$ cat src/rtl/spi_loader_pkg.sv
// Shared constants and state encoding for the SPI memory-loader master.
package spi_loader_pkg;
  localparam logic [7:0] OP_WRITE   = 8'h01;
  localparam logic [7:0] OP_READ    = 8'h02;
  localparam int         FRAME_BITS = 72;

  typedef enum logic [2:0] {IDLE, SETUP, SHIFT, HOLD, GAP} state_e;
endpackage

$ cat src/rtl/spi_mem_loader_master_if.sv
// Host-side request/response bundle of the SPI memory-loader master.
interface spi_mem_loader_master_if #(
  parameter int ADDRESS_LENGTH = 32,
  parameter int DATA_LENGTH    = 32
);
  logic                      start;
  logic                      cmd_wr;
  logic [ADDRESS_LENGTH-1:0] addr;
  logic [DATA_LENGTH-1:0]    wdata;
  logic                      busy;
  logic                      done;
  logic [DATA_LENGTH-1:0]    rdata;
  logic                      verify_err;

  modport master (output start, cmd_wr, addr, wdata,
                  input  busy, done, rdata, verify_err);
  modport slave  (input  start, cmd_wr, addr, wdata,
                  output busy, done, rdata, verify_err);
endinterface

$ cat src/rtl/spi_sclk_gen.sv
// Divider for the SPI master: one phase_end strobe every CLK_DIV enabled cycles,
// qualified into rise/fall strobes while the master is shifting.
module spi_sclk_gen #(
  parameter int CLK_DIV = 2
) (
  input  logic clk,
  input  logic rst_n,
  input  logic en,
  input  logic shifting,
  input  logic sclk_hi,
  output logic rise_stb,
  output logic fall_stb,
  output logic phase_end
);
  localparam int               DIV_W    = $clog2(CLK_DIV + 1);
  localparam logic [DIV_W-1:0] DIV_LAST = DIV_W'(CLK_DIV - 1);

  logic [DIV_W-1:0] div_q, div_d;

  assign phase_end = en && (div_q == DIV_LAST);
  assign rise_stb  = phase_end && shifting && !sclk_hi;
  assign fall_stb  = phase_end && shifting && sclk_hi;

  always_comb begin
    div_d = div_q + 1'b1;
    if (!en || phase_end) div_d = '0;
  end

  always_ff @(posedge clk or negedge rst_n) begin
    if (!rst_n) div_q <= '0;
    else        div_q <= div_d;
  end
endmodule

$ cat src/rtl/spi_mem_loader_master.sv
// SPI mode-0 master issuing 72-bit opcode/address/data frames to the memory loader.
// Define SPI_LOADER_VERIFY_EN to follow every write with an automatic readback check.
module spi_mem_loader_master
  import spi_loader_pkg::*;
#(
  parameter int CLK_DIV        = 2,
  parameter int ADDRESS_LENGTH = 32,
  parameter int DATA_LENGTH    = 32
) (
  input  logic                    clk,
  input  logic                    rst_n,
  spi_mem_loader_master_if.slave  bus,
  output logic                    ss,
  output logic                    sclk,
  output logic                    mosi,
  input  logic                    miso
);
  localparam logic [6:0] BIT_LAST = 7'(FRAME_BITS - 1);
  localparam logic [6:0] DATA_TOP = 7'(DATA_LENGTH);

  state_e                  state_q, state_d;
  logic [FRAME_BITS-1:0]   shreg_q, shreg_d, req_frame, rb_frame;
  logic [6:0]              bit_cnt_q, bit_cnt_d;
  logic                    ss_q, ss_d, sclk_q, sclk_d, mosi_q, mosi_d;
  logic                    busy_q, busy_d, done_q, done_d, is_wr_q, is_wr_d;
  logic [DATA_LENGTH-1:0]  cap_q, cap_d, rdata_q, rdata_d;
  logic                    rise_stb, fall_stb, phase_end, accept, frame_end, chain_rd;

  assign req_frame = {bus.cmd_wr ? OP_WRITE : OP_READ, bus.addr,
                      bus.cmd_wr ? bus.wdata : {DATA_LENGTH{1'b0}}};
  assign accept    = (state_q == IDLE) && bus.start;
  assign frame_end = (state_q == GAP) && phase_end;

  spi_sclk_gen #(.CLK_DIV(CLK_DIV)) u_sclk_gen (
    .clk       (clk),
    .rst_n     (rst_n),
    .en        (state_q != IDLE),
    .shifting  (state_q == SHIFT),
    .sclk_hi   (sclk_q),
    .rise_stb  (rise_stb),
    .fall_stb  (fall_stb),
    .phase_end (phase_end)
  );

`ifdef SPI_LOADER_VERIFY_EN
  logic [ADDRESS_LENGTH-1:0] vaddr_q, vaddr_d;
  logic [DATA_LENGTH-1:0]    vwdata_q, vwdata_d;
  logic                      pend_q, pend_d, check_q, check_d, verr_q, verr_d;

  // A write leaves pend set so its GAP chains into a readback; check marks that readback.
  always_comb begin
    vaddr_d  = vaddr_q;
    vwdata_d = vwdata_q;
    pend_d   = pend_q;
    check_d  = check_q;
    verr_d   = verr_q;
    if (accept) begin
      vaddr_d  = bus.addr;
      vwdata_d = bus.wdata;
      pend_d   = bus.cmd_wr;
      check_d  = 1'b0;
      verr_d   = 1'b0;
    end else if (frame_end) begin
      if (pend_q) begin
        pend_d  = 1'b0;
        check_d = 1'b1;
      end else if (check_q) begin
        check_d = 1'b0;
        verr_d  = (cap_q != vwdata_q);
      end
    end
  end

  always_ff @(posedge clk or negedge rst_n) begin
    if (!rst_n) begin
      vaddr_q  <= '0;
      vwdata_q <= '0;
      pend_q   <= 1'b0;
      check_q  <= 1'b0;
      verr_q   <= 1'b0;
    end else begin
      vaddr_q  <= vaddr_d;
      vwdata_q <= vwdata_d;
      pend_q   <= pend_d;
      check_q  <= check_d;
      verr_q   <= verr_d;
    end
  end

  assign chain_rd       = pend_q;
  assign rb_frame       = {OP_READ, vaddr_q, {DATA_LENGTH{1'b0}}};
  assign bus.verify_err = verr_q;
`else
  assign chain_rd       = 1'b0;
  assign rb_frame       = '0;
  assign bus.verify_err = 1'b0;
`endif

  always_comb begin
    state_d   = state_q;
    shreg_d   = shreg_q;
    bit_cnt_d = bit_cnt_q;
    ss_d      = ss_q;
    sclk_d    = sclk_q;
    mosi_d    = mosi_q;
    busy_d    = busy_q;
    done_d    = 1'b0;
    is_wr_d   = is_wr_q;
    cap_d     = cap_q;
    rdata_d   = rdata_q;
    unique case (state_q)
      IDLE: if (accept) begin
        state_d   = SETUP;
        shreg_d   = req_frame;
        mosi_d    = req_frame[FRAME_BITS-1];
        ss_d      = 1'b0;
        busy_d    = 1'b1;
        bit_cnt_d = BIT_LAST;
        is_wr_d   = bus.cmd_wr;
      end
      SETUP: if (phase_end) state_d = SHIFT;
      // Only the trailing data bits are captured; opcode/address-phase miso is ignored.
      SHIFT: begin
        if (rise_stb) begin
          sclk_d = 1'b1;
          if (bit_cnt_q < DATA_TOP) cap_d = {cap_q[DATA_LENGTH-2:0], miso};
        end else if (fall_stb) begin
          sclk_d = 1'b0;
          if (bit_cnt_q == '0) begin
            state_d = HOLD;
          end else begin
            shreg_d   = shreg_q << 1;
            mosi_d    = shreg_q[FRAME_BITS-2];
            bit_cnt_d = bit_cnt_q - 1'b1;
          end
        end
      end
      HOLD: if (phase_end) begin
        state_d = GAP;
        ss_d    = 1'b1;
        mosi_d  = 1'b0;
      end
      GAP: if (frame_end) begin
        if (chain_rd) begin
          state_d   = SETUP;
          shreg_d   = rb_frame;
          mosi_d    = rb_frame[FRAME_BITS-1];
          ss_d      = 1'b0;
          bit_cnt_d = BIT_LAST;
          is_wr_d   = 1'b0;
        end else begin
          state_d = IDLE;
          busy_d  = 1'b0;
          done_d  = 1'b1;
          if (!is_wr_q) rdata_d = cap_q;
        end
      end
      default: state_d = IDLE;
    endcase
  end

  always_ff @(posedge clk or negedge rst_n) begin
    if (!rst_n) begin
      state_q   <= IDLE;
      shreg_q   <= '0;
      bit_cnt_q <= '0;
      ss_q      <= 1'b1;
      sclk_q    <= 1'b0;
      mosi_q    <= 1'b0;
      busy_q    <= 1'b0;
      done_q    <= 1'b0;
      is_wr_q   <= 1'b0;
      cap_q     <= '0;
      rdata_q   <= '0;
    end else begin
      state_q   <= state_d;
      shreg_q   <= shreg_d;
      bit_cnt_q <= bit_cnt_d;
      ss_q      <= ss_d;
      sclk_q    <= sclk_d;
      mosi_q    <= mosi_d;
      busy_q    <= busy_d;
      done_q    <= done_d;
      is_wr_q   <= is_wr_d;
      cap_q     <= cap_d;
      rdata_q   <= rdata_d;
    end
  end

  assign ss        = ss_q;
  assign sclk      = sclk_q;
  assign mosi      = mosi_q;
  assign bus.busy  = busy_q;
  assign bus.done  = done_q;
  assign bus.rdata = rdata_q;
endmodule

$ cat src/flat_wrapper.sv
// flat-port wrapper written by rule: the top's interface ports become plain ports
module spi_mem_loader_master_flat import spi_loader_pkg::*;
#(
  parameter int CLK_DIV        = 2,
  parameter int ADDRESS_LENGTH = 32,
  parameter int DATA_LENGTH    = 32
)
  (clk, rst_n, ss, sclk, mosi, miso, bus_start, bus_cmd_wr, bus_addr, bus_wdata, bus_busy, bus_done, bus_rdata, bus_verify_err);
  spi_mem_loader_master_if #(.ADDRESS_LENGTH(ADDRESS_LENGTH), .DATA_LENGTH(DATA_LENGTH)) bus_i ();
  input  logic clk;
  input  logic rst_n;
  output logic ss;
  output logic sclk;
  output logic mosi;
  input  logic miso;
  input wire logic [$bits(bus_i.start)-1:0] bus_start;
  input wire logic [$bits(bus_i.cmd_wr)-1:0] bus_cmd_wr;
  input wire logic [$bits(bus_i.addr)-1:0] bus_addr;
  input wire logic [$bits(bus_i.wdata)-1:0] bus_wdata;
  output wire logic [$bits(bus_i.busy)-1:0] bus_busy;
  output wire logic [$bits(bus_i.done)-1:0] bus_done;
  output wire logic [$bits(bus_i.rdata)-1:0] bus_rdata;
  output wire logic [$bits(bus_i.verify_err)-1:0] bus_verify_err;
  assign bus_i.start = bus_start;
  assign bus_i.cmd_wr = bus_cmd_wr;
  assign bus_i.addr = bus_addr;
  assign bus_i.wdata = bus_wdata;
  assign bus_busy = bus_i.busy;
  assign bus_done = bus_i.done;
  assign bus_rdata = bus_i.rdata;
  assign bus_verify_err = bus_i.verify_err;
  spi_mem_loader_master #(.CLK_DIV(CLK_DIV), .ADDRESS_LENGTH(ADDRESS_LENGTH), .DATA_LENGTH(DATA_LENGTH)) u_core (.clk(clk), .rst_n(rst_n), .bus(bus_i), .ss(ss), .sclk(sclk), .mosi(mosi), .miso(miso));
endmodule
$ cat config.mk
export PLATFORM = sky130hd
export DESIGN_NAME = spi_mem_loader_master_flat
export DESIGN_NICKNAME = d
export VERILOG_FILES = /design/src/rtl/spi_loader_pkg.sv /design/src/rtl/spi_mem_loader_master_if.sv /design/src/rtl/spi_sclk_gen.sv /design/src/rtl/spi_mem_loader_master.sv /design/src/flat_wrapper.sv
export SDC_FILE = /design/constraint.sdc
export NUM_CORES = 1
export LEC_CHECK = 0
export CORE_ASPECT_RATIO = 1.25
export CORE_MARGIN = 10
export CORE_UTILIZATION = 53
export DETAILED_ROUTE_END_ITERATION = 8
export PLACE_DENSITY = 0.81
export SKIP_LAST_GASP = 1
export SLEW_MARGIN = 20
export SYNTH_ARGS = -nofsm -noshare
export SYNTH_HDL_FRONTEND = slang
export SYNTH_SLANG_ARGS = --single-unit
export TNS_END_PERCENT = 10
$ cat constraint.sdc
create_clock -name clk -period 2.5 [get_ports clk]
set_input_delay 0.25 -clock clk [delete_from_list [all_inputs] [get_ports clk]]
set_output_delay 0.25 -clock clk [all_outputs]
set_load 0.01 [all_outputs]
==> flow_metrics.tcl, run 1 <==
set metrics [dict create \
    synth-seq-cells 153 \
    rows 45 \
    grt_setup_unrepaired "no" \
    combPwrFrac_pct 5.2 \
    tightest_slew_ns 0.7020 \
    yosysWarningCount 0 \
    grt_overflow_total 0 \
    clkTransAtPathRegs_ns 0.07 \
    final_antenna_net_count 0 \
    grt_usage_pct 17.73 \
    place_hpwl_um 9840 \
    synth_top_area_cell "dfrtp_1" \
    status "complete, no violations" \
    antenna_found_initial 0 \
    nets 789 \
    h-tree-depth 4 \
    worstSkewPairLatency_ns 0.42 \
    swShare_pct 22.58 \
    hold_path_class "input pin to asynchronous set/reset pin" \
    avgSynthCellArea_um2 10.54 \
    wirelength_um 14730 \
    cts_buffers 17 \
    startpoint "u_core.bit_cnt_q[0]$_DFFE_PN0P_" \
    skew_ns 0.008744 \
    cts_tree "built" \
    finalSetupTns_ns 0 \
    place_congestion 0.7880 \
    synth_nets 699 \
    intPower_uw 4187 \
    fmax_ghz 0.4667 \
    clockRootBuffer "clkbuf_16" \
    whs_ns 0.3877 \
    crit_arrival_ns 2.48 \
    seqPwrFrac_pct 47.9 \
    multiInputGateArea_um2 2561 \
    critical_path.max_fanout 49 \
    yosys.cell_types.count 41 \
    grt_pass1_vias 5263 \
    synthCells 627 \
    io_buffers 105 \
    worstSetupPathType "register to register" \
    maxSlewViolCount 0 \
    p_leak_uw 0.003836 \
    reg2reg_from "u_core.bit_cnt_q[0]$_DFFE_PN0P_" \
    power.switching_uw 1221 \
    ctsResizeCount 0 \
    final_hold_viol_count 0 \
    area_growth_pct 28.07 \
    grt_max_degree 71 \
    drive_above_1_share_pct 17.53 \
    cts_max_path_buffers 2 \
    vias 5170 \
    worst_setup_path_end_kind "register" \
    drt_iter0_markers 375 \
    ir_worst_vdd_v 0.0003546 \
    syn_area_um2 6611 \
    drt_pass1_iterations 5 \
    power.share.clock_pct 46.9 \
    worst_setup_path_start_kind "register" \
    p_per_area_nw_per_um2 638.7 \
    maxCapViolations 0 \
    period_share_pct 85.71 \
    setup_viol 0 \
    drc 0 \
    seqCellArea_um2 3830 \
    route.detailed.wl_per_inst_um 16.48 \
    diodes 0 \
    die_width_um 119.9 \
    netlist.area_leader.share_pct 57.53 \
    die_area_um2 17370 \
    grt_pass1_wl_um 25270 \
    start_util_pct 54.36 \
    die_y_um 144.9 \
    core_um2 12160 \
    ios 107 \
    seq_area_frac_synth_pct 57.93 \
    crit_required_ns 2.84 \
    via_per_inst 5.783 \
    period_needed_ns 2.143 \
    maxSlewHeadroom_pct 53.20 \
    netlist_top_cells_area "dfrtp_1, mux2_2, nand2_1" \
    fill_cells 931 \
    cts_num_sinks 153 \
]
## worst max-delay path, stage by stage (launching register included)
cell and delay (ns):
dfrtp_1 0.40, inv_1 0.14, ha_1 0.25, or3b_2 0.49
o211ai_1 0.25, nand2_2 0.13, buf_12 0.20, a31oi_1 0.19
## sequential cells by signal, indices dropped and copies added (netlist names), 2 cells and up
register,cells
u_core.state_q,3
u_core.bit_cnt_q,7
u_core.cap_q,32
u_core.bus.rdata,32
u_core.shreg_q,71
u_core.u_sclk_gen.div_q,2
## through the flow
step	cells	setup slack, ns	power, uW	utilization, %	area, um^2
2_1_floorplan	627	0.5595	2713	-	6611
3_3_place_gp	861	0.4043	2900	64.66	7864
3_5_place_dp	861	0.3576	2915	64.66	7864
4_1_cts	894	0.3524	5458	69.62	8467
5_1_grt	894	0.1995	5615	69.62	8467
6_report	894	0.3572	5408	69.62	8467
## area by class of cell
type / instances / share of cell area (%)
clock inverter: 15 / 1.980
tap: 164 / 2.424
multi-input combinational: 414 / 30.25
inverter: 6 / 0.2660
sequential: 153 / 45.23
clock buffer: 17 / 5.024
timing repair buffer: 125 / 14.82
## kinds of logic after synthesis
family | synth area share, %
XOR/XNOR | 0.3975
AO/OA/AOI/OAI | 8.781
adder cells (fa/ha/maj) | 0.5678
flip-flops | 57.93
other | 0.05672
multiplexers | 11.20
buffers and inverters | 3.766
AND/OR/NAND/NOR | 17.30
## cells in the final DEF (no fill, tap or decap), types with 3 or more instances in the layout
cell type,synthesis,final
clkinv_4,0,3
buf_12,0,4
nor3_1,70,70
ha_1,3,3
xor2_1,3,3
or3_1,3,3
nand3_1,43,43
nand2_1,114,113
dfrtp_1,152,152
a21oi_1,3,3
inv_1,6,6
nor2_1,9,7
mux2_2,64,64
clkbuf_16,0,17
inv_6,0,4
a31oi_1,65,65
buf_4,1,15
clkinvlp_4,0,4
o21ai_0,7,7
clkdlybuf4s50_1,0,104
## path summary, 6_finish.rpt
kind,to,cells after the start,slack (ns)
worst max-delay path,u_core.shreg_q[24]$_DFFE_PN0P_,7,0.36
worst min-delay path,u_core.bus.rdata[26]$_DFFE_PN0P_,2,0.39
worst max register to register,u_core.shreg_q[24]$_DFFE_PN0P_,7,0.36
worst min register to register,u_core.u_sclk_gen.div_q[0]$_DFF_PN0_,1,0.45
max in group asynchronous,u_core.shreg_q[28]$_DFFE_PN0P_,3,1.35
min in group clk,u_core.shreg_q[39]$_DFFE_PN0P_,3,0.39
## synthesized netlist by cell type
library cell  count
clkbuf_1         35
nand3_1          43
inv_1             6
mux2_2           64
o211ai_1          2
o22ai_1           2
mux2i_1           2
buf_1             2
o2111ai_1         1
dfrtp_1         152
nor2_1            9
or2_2             1
nand2_1         114
ha_1              3
a311oi_2          1
nand2b_1          2
buf_4             1
nand3b_1          1
buf_2            16
a211oi_1          1
xor2_1            3
or3b_1            2
a21o_1            1
o21ba_2           1
a21oi_1           3
o41ai_1           2
or3b_2            1
nor3_1           70
a31oi_1          65
nor4bb_1          1
o31a_1            1
conb_1            1
nand4b_1          1
and2_1            1
or3_1             3
nor3b_1           1
o21ai_0           7
dfstp_2           1
a21bo_2           1
nand4_1           2
o221a_2           1
## power groups by stage
stage	clock, uW	combinational, uW	sequential, uW
after floorplan	0	92.1	2620
after detailed placement	0	283	2630
after global routing	2700	315	2600
after CTS	2580	287	2590
after global placement	0	272	2630
final	2540	282	2590
## what timing repair did
action,in CTS,in global routing
hold buffers,1,0
hold endpoints to repair,63,0
buffers inserted,0,0
## per-layer routing
metal / up-vias / global-route usage [%] / wire length (um)
li1: 2416 / - / -
met1: 2558 / 21.43 / 6302
met2: 173 / 29.44 / 7299
met3: 23 / 5.775 / 933
met4: 0 / 5.725 / 196
met5: - / 0 / 0
(Power assumes the default switching activity.)
==> run 2: changes to the inputs <==
--- a/config.mk
+++ b/config.mk
@@ -9,9 +9,8 @@
 export CORE_MARGIN = 10
 export CORE_UTILIZATION = 53
 export DETAILED_ROUTE_END_ITERATION = 8
-export PLACE_DENSITY = 0.81
+export PLACE_DENSITY = 0.85
 export SKIP_LAST_GASP = 1
-export SLEW_MARGIN = 20
 export SYNTH_ARGS = -nofsm -noshare
 export SYNTH_HDL_FRONTEND = slang
 export SYNTH_SLANG_ARGS = --single-unit
==> run 2 against run 1 <==
Effect of this change: critical path depth did not move; largest power group unchanged; power is 1.8% lower; utilization down 0.15 points; highest routed layer unchanged; critical path type unchanged; maximum frequency shrank 6.0%; routed wire length rose by 3.9%; global-route usage rose by 0.32 points; via count is 0.93% higher; cell area shrank 0.22%; clock power fell by 4%; combinational power barely moved.
==> flow_metrics.tcl, run 2 (same netlist as run 1, synthesis figures left out) <==
set metrics [dict create \
    maxSlewViolCount 0 \
    maxCapViolations 0 \
    final_hold_viol_count 0 \
    grt_overflow_total 0 \
    rr_worst_depth 7 \
    crit_required_ns 2.80 \
    fmax_ghz 0.4388 \
    critical_path.max_fanout 45 \
    die_area_um2 17370 \
    route.detailed.wl_per_inst_um 17.10 \
    regMostFlops "u_core.shreg_q" \
    drt_pass1_iterations 5 \
    area_growth_pct 27.78 \
    p_leak_uw 0.003829 \
    p_per_area_nw_per_um2 628.5 \
    nets 790 \
    place_hpwl_um 10530 \
    clkTransAtPathRegs_ns 0.06 \
    cp_top_family "simple AND/OR/NAND/NOR gates" \
    wirelength_um 15310 \
    grt_setup_unrepaired "no" \
    layout_commonest_cell "dfrtp_1" \
    rows 45 \
    cts_tree "built" \
    hold_path_class "input pin to asynchronous set/reset pin" \
    worstSetupPathType "register to register" \
    cts_buffers 17 \
    cts_setup_buffers 0 \
    largest_reg_flops 71 \
    tightest_slew_ns 0.6107 \
    maxSlewHeadroom_pct 59.29 \
    final_antenna_net_count 0 \
    reg2reg_from "u_core.bit_cnt_q[0]$_DFFE_PN0P_" \
    drt_iter0_markers 484 \
    drive_above_1_share_pct 17.65 \
    worst_setup_path_start_kind "register" \
    cts_max_path_buffers 2 \
    setup_viol 0 \
    skew_ns 0.009932 \
    grt_pass1_vias 5221 \
    vias 5218 \
    antenna_found_initial 0 \
    finalSetupTns_ns 0 \
    grt_max_degree 71 \
    die_width_um 119.9 \
    core_um2 12160 \
    clockRootBuffer "clkbuf_16" \
    grt_usage_pct 18.05 \
    r2r_slack_ns 0.22 \
    ir_worst_vdd_v 0.0004038 \
    period_needed_ns 2.279 \
    die_y_um 144.9 \
    crit_buf_inv 2 \
    io_buffers 105 \
    worst_setup_path_end_kind "register" \
    max_stage_delay_ns 0.51 \
    worstSkewPairLatency_ns 0.42 \
    ios 107 \
    h-tree-depth 4 \
    start_util_pct 54.36 \
    place_congestion 0.8512 \
    path_cells "inv_1 -> ha_1 -> or3b_2 -> o211ai_1 -> nand2_2 -> buf_12 -> o221a_2" \
    rr_endpoint "u_core.shreg_q[65]$_DFFE_PN0P_" \
    cp.depth 7 \
    via_per_inst 5.830 \
    crit_slowest_cell "or3b_2" \
    layout_common_cells "dfrtp_1, nand2_1, clkdlybuf4s50_1" \
    crit_arrival_ns 2.58 \
    drc 0 \
    grt_pass1_wl_um 25700 \
    period_share_pct 91.16 \
    cts_num_sinks 153 \
    status "complete, no violations" \
    whs_ns 0.3789 \
    diodes 0 \
]
## run 2: cell count changes in the layout (fill, tap and decap cells not counted)
cell        change
buf_4           +1
bufinv_16       -1
clkinv_2        +1
clkinv_4        -1
clkinvlp_4      +1
## run 2: worst register-to-register path: cells and delay by family, from the launching register on
kind	cells	cell delay, ns
DFF	1	0.38
AOI/OAI and AO/OA	2	0.54
and+or+nand+nor	2	0.64
buffers and inverters	2	0.34
adders and majority gates	1	0.27
## run 2: cell type report
cell class,count,area [um^2]
repair buffers,126,1262
fillers,885,3714
inverters,6,22.52
well taps,164,205.2
multi-input cells,414,2561
clock inverters,15,141.4
flip-flops and latches,153,3830
clock buffers,17,425.4
## run 2: worst max-delay path by stage
stage	endpoint	slack [ns]	from
finish	u_core.shreg_q[65]$_DFFE_PN0P_	0.22	u_core.bit_cnt_q[0]$_DFFE_PN0P_
global route	u_core.shreg_q[1]$_DFFE_PN0P_	0.11	u_core.state_q[0]$_DFFE_PN0P_
CTS	u_core.shreg_q[65]$_DFFE_PN0P_	0.23	u_core.bit_cnt_q[0]$_DFFE_PN0P_
detailed placement	u_core.shreg_q[65]$_DFFE_PN0P_	0.27	u_core.bit_cnt_q[0]$_DFFE_PN0P_
global placement	u_core.shreg_q[65]$_DFFE_PN0P_	0.35	u_core.bit_cnt_q[0]$_DFFE_PN0P_
floorplan	u_core.shreg_q[10]$_DFFE_PN0P_	0.56	u_core.bit_cnt_q[0]$_DFFE_PN0P_
## run 2: power by group
group          total, uW  internal [uW]  switching, uW
registers           2590           2540           50.0
logic                280            154            126
clock network       2440           1380           1050
## run 2: through the flow
stage | power [uW] | worst slack [ns] | utilization (%) | instance area, um^2 | instances
2_1_floorplan | 2713 | 0.5595 | - | 6611 | 627
3_3_place_gp | 2898 | 0.3540 | 64.72 | 7871 | 862
3_5_place_dp | 2917 | 0.2720 | 64.72 | 7871 | 862
4_1_cts | 5355 | 0.2329 | 69.47 | 8448 | 895
5_1_grt | 5515 | 0.1096 | 69.47 | 8448 | 895
6_report | 5309 | 0.2210 | 69.47 | 8448 | 895
## run 2: timing repair
action | 4_1_cts | 5_1_grt
hold buffers | 1 | 0
resized for setup | 0 | 0
endpoints found under the setup margin | 0 | 0
hold endpoints to repair | 55 | 0
## run 2: routing by layer
layer,routed length (um),track usage (%),vias to the layer above
li1,-,-,2411
met4,216,5.662,0
met5,0,0,-
met3,1071,5.116,31
met2,7718,29.93,226
met1,6298,22.41,2550
==> run 3: changes to the inputs <==
--- a/config.mk
+++ b/config.mk
@@ -9,7 +9,7 @@
 export CORE_MARGIN = 10
 export CORE_UTILIZATION = 53
 export DETAILED_ROUTE_END_ITERATION = 8
-export PLACE_DENSITY = 0.85
+export PLACE_DENSITY = 0.75
 export SKIP_LAST_GASP = 1
 export SYNTH_ARGS = -nofsm -noshare
 export SYNTH_HDL_FRONTEND = slang
==> run 3 against run 2 <==
Effect of this change: sequential power about the same; power grew 5.4%; routed wire length down 2.2%; critical path depth shrank 2; hold slack better by 0.017 ns; combinational power shrank 2%; global-route usage decreased by 0.53 points; non-clock buffer count is 3 lower; cell area is 0.71% higher; first-iteration DRC count decreased by 23%.
==> flow_metrics.tcl, run 3 (same netlist as run 1, synthesis figures left out) <==
set metrics [dict create \
    die_area_um2 17370 \
    grt_pass1_vias 5181 \
    status "complete, no violations" \
    h-tree-depth 4 \
    finalSetupTns_ns 0 \
    largest_reg_flops 71 \
    crit_required_ns 2.82 \
    max_stage_delay_ns 0.58 \
    drt_iter0_markers 375 \
    clkTransAtPathRegs_ns 0.06 \
    critical_path.max_fanout 69 \
    ios 107 \
    period_needed_ns 2.334 \
    die_width_um 119.9 \
    p_leak_uw 0.003853 \
    cts_num_sinks 153 \
    start_util_pct 54.36 \
    place_congestion 0.8517 \
    drt_pass1_iterations 5 \
    grt_pass1_wl_um 25160 \
    tightest_slew_ns 0.6837 \
    drc 0 \
    place_ws_ns 0.2364 \
    vias 5101 \
    path_cells "or3b_2 -> a311oi_4 -> buf_12 -> nor2_1 -> o21ai_0" \
    cts_tree "built" \
    worstSkewPairLatency_ns 0.42 \
    setup_ws_ns 0.1657 \
    worst_setup_path_end_kind "register" \
    grt_overflow_total 0 \
    cts_buffers 17 \
    crit_arrival_ns 2.65 \
    maxSlewHeadroom_pct 54.42 \
    fill_cells 888 \
    final_hold_viol_count 0 \
    cp_top_family "simple AND/OR/NAND/NOR gates" \
    layout_commonest_cell "dfrtp_1" \
    drive_above_1_share_pct 17.31 \
    worst_setup_path_start_kind "register" \
    regMostFlops "u_core.shreg_q" \
    diodes 0 \
    layout_common_cells "dfrtp_1, nand2_1, clkdlybuf4s50_1" \
    wirelength_um 14970 \
    area_growth_pct 28.69 \
    hold_path_class "input pin to asynchronous set/reset pin" \
    period_share_pct 93.37 \
    cts_max_path_buffers 2 \
    p_per_area_nw_per_um2 658.0 \
    nets 787 \
    setup_viol 0 \
    ctsResizeCount 0 \
    grt_max_degree 70 \
    clockRootBuffer "clkbuf_16" \
    crit_slowest_cell "or3b_2" \
    ir_worst_vdd_v 0.0004333 \
    final_antenna_net_count 0 \
    grt_setup_unrepaired "no" \
    worstSetupPathType "register to register" \
    crit_buf_inv 1 \
    place_hpwl_um 9732 \
    maxSlewViolCount 0 \
    maxCapViolations 0 \
    core_um2 12160 \
    route.detailed.wl_per_inst_um 16.79 \
    antenna_found_initial 0 \
    die_y_um 144.9 \
    rows 45 \
    io_buffers 105 \
    via_per_inst 5.719 \
    grt_usage_pct 17.51 \
    fmax_ghz 0.4284 \
    skew_ns 0.007893 \
]
==> run 3: cell types whose count changed in the layout (fill, tap and decap cells not counted) <==
cell / change
bufinv_16: +3
clkinv_2: -1
buf_4: -4
clkinv_4: -1
buf_12: +1
clkinvlp_4: -2
inv_6: +1
==> run 3: final cells by class <==
type	instances	area [um^2]	share of cell area, %
sequential	153	3830	45.01
clock buffer	17	425.4	5.000
inverter	6	22.52	0.2647
clock inverter	15	211.5	2.485
timing repair buffer	123	1252	14.72
multi-input combinational	414	2561	30.10
tap	164	205.2	2.412
==> run 3: report_power, final <==
group / switching [uW] / internal (uW) / leakage, uW
Clock: 1040 / 1690 / 0.000303
Combinational: 121 / 154 / 0.00160
Sequential: 49.1 / 2540 / 0.00195
Total: 1210 / 4390 / 0.00385
==> run 3: worst paths after layout <==
| path | startpoint | to | slack [ns] | cells past startpoint |
|---|---|---|---|---|
| setup / recovery | u_core.state_q[2]$_DFFE_PN0P_ | u_core.shreg_q[67]$_DFFE_PN0P_ | 0.17 | 5 |
| hold / removal | rst_n | u_core.bus.rdata[27]$_DFFE_PN0P_ | 0.40 | 2 |
| setup reg to reg | u_core.state_q[2]$_DFFE_PN0P_ | u_core.shreg_q[67]$_DFFE_PN0P_ | 0.17 | 5 |
| hold reg to reg | u_core.u_sclk_gen.div_q[0]$_DFF_PN0_ | u_core.u_sclk_gen.div_q[0]$_DFF_PN0_ | 0.45 | 1 |
| max in group asynchronous | rst_n | u_core.bus.rdata[8]$_DFFE_PN0P_ | 1.30 | 3 |
| min in group clk | bus_addr[9] | u_core.shreg_q[41]$_DFFE_PN0P_ | 0.40 | 3 |
==> run 3: stage by stage <==
step | power [uW] | hold WS [ns] | cells | util (%) | area [um^2]
6_report | 5598 | 0.3955 | 892 | 69.96 | 8508
3_3_place_gp | 2899 | 0.2774 | 859 | 64.64 | 7861
3_5_place_dp | 2911 | 0.2870 | 859 | 64.64 | 7861
4_1_cts | 5650 | 0.3784 | 892 | 69.96 | 8508
5_1_grt | 5798 | 0.3969 | 892 | 69.96 | 8508
2_1_floorplan | 2713 | -0.04559 | 627 | - | 6611
==> run 3: metal layers <==
layer  share of wire [%]  vias to the layer above  track usage (%)
li1                    -                     2395                -
met1                  42                     2497            21.47
met2                  50                      179            28.80
met3                 5.8                       30            4.845
met4                 1.8                        0            6.934
met5                   0                        -                0
==> run 3: repair_timing <==
item | CTS | global route
endpoints found under the hold margin | 66 | 0
buffers inserted | 0 | 0
endpoints found under the setup margin | 0 | 0
hold buffers | 1 | 0
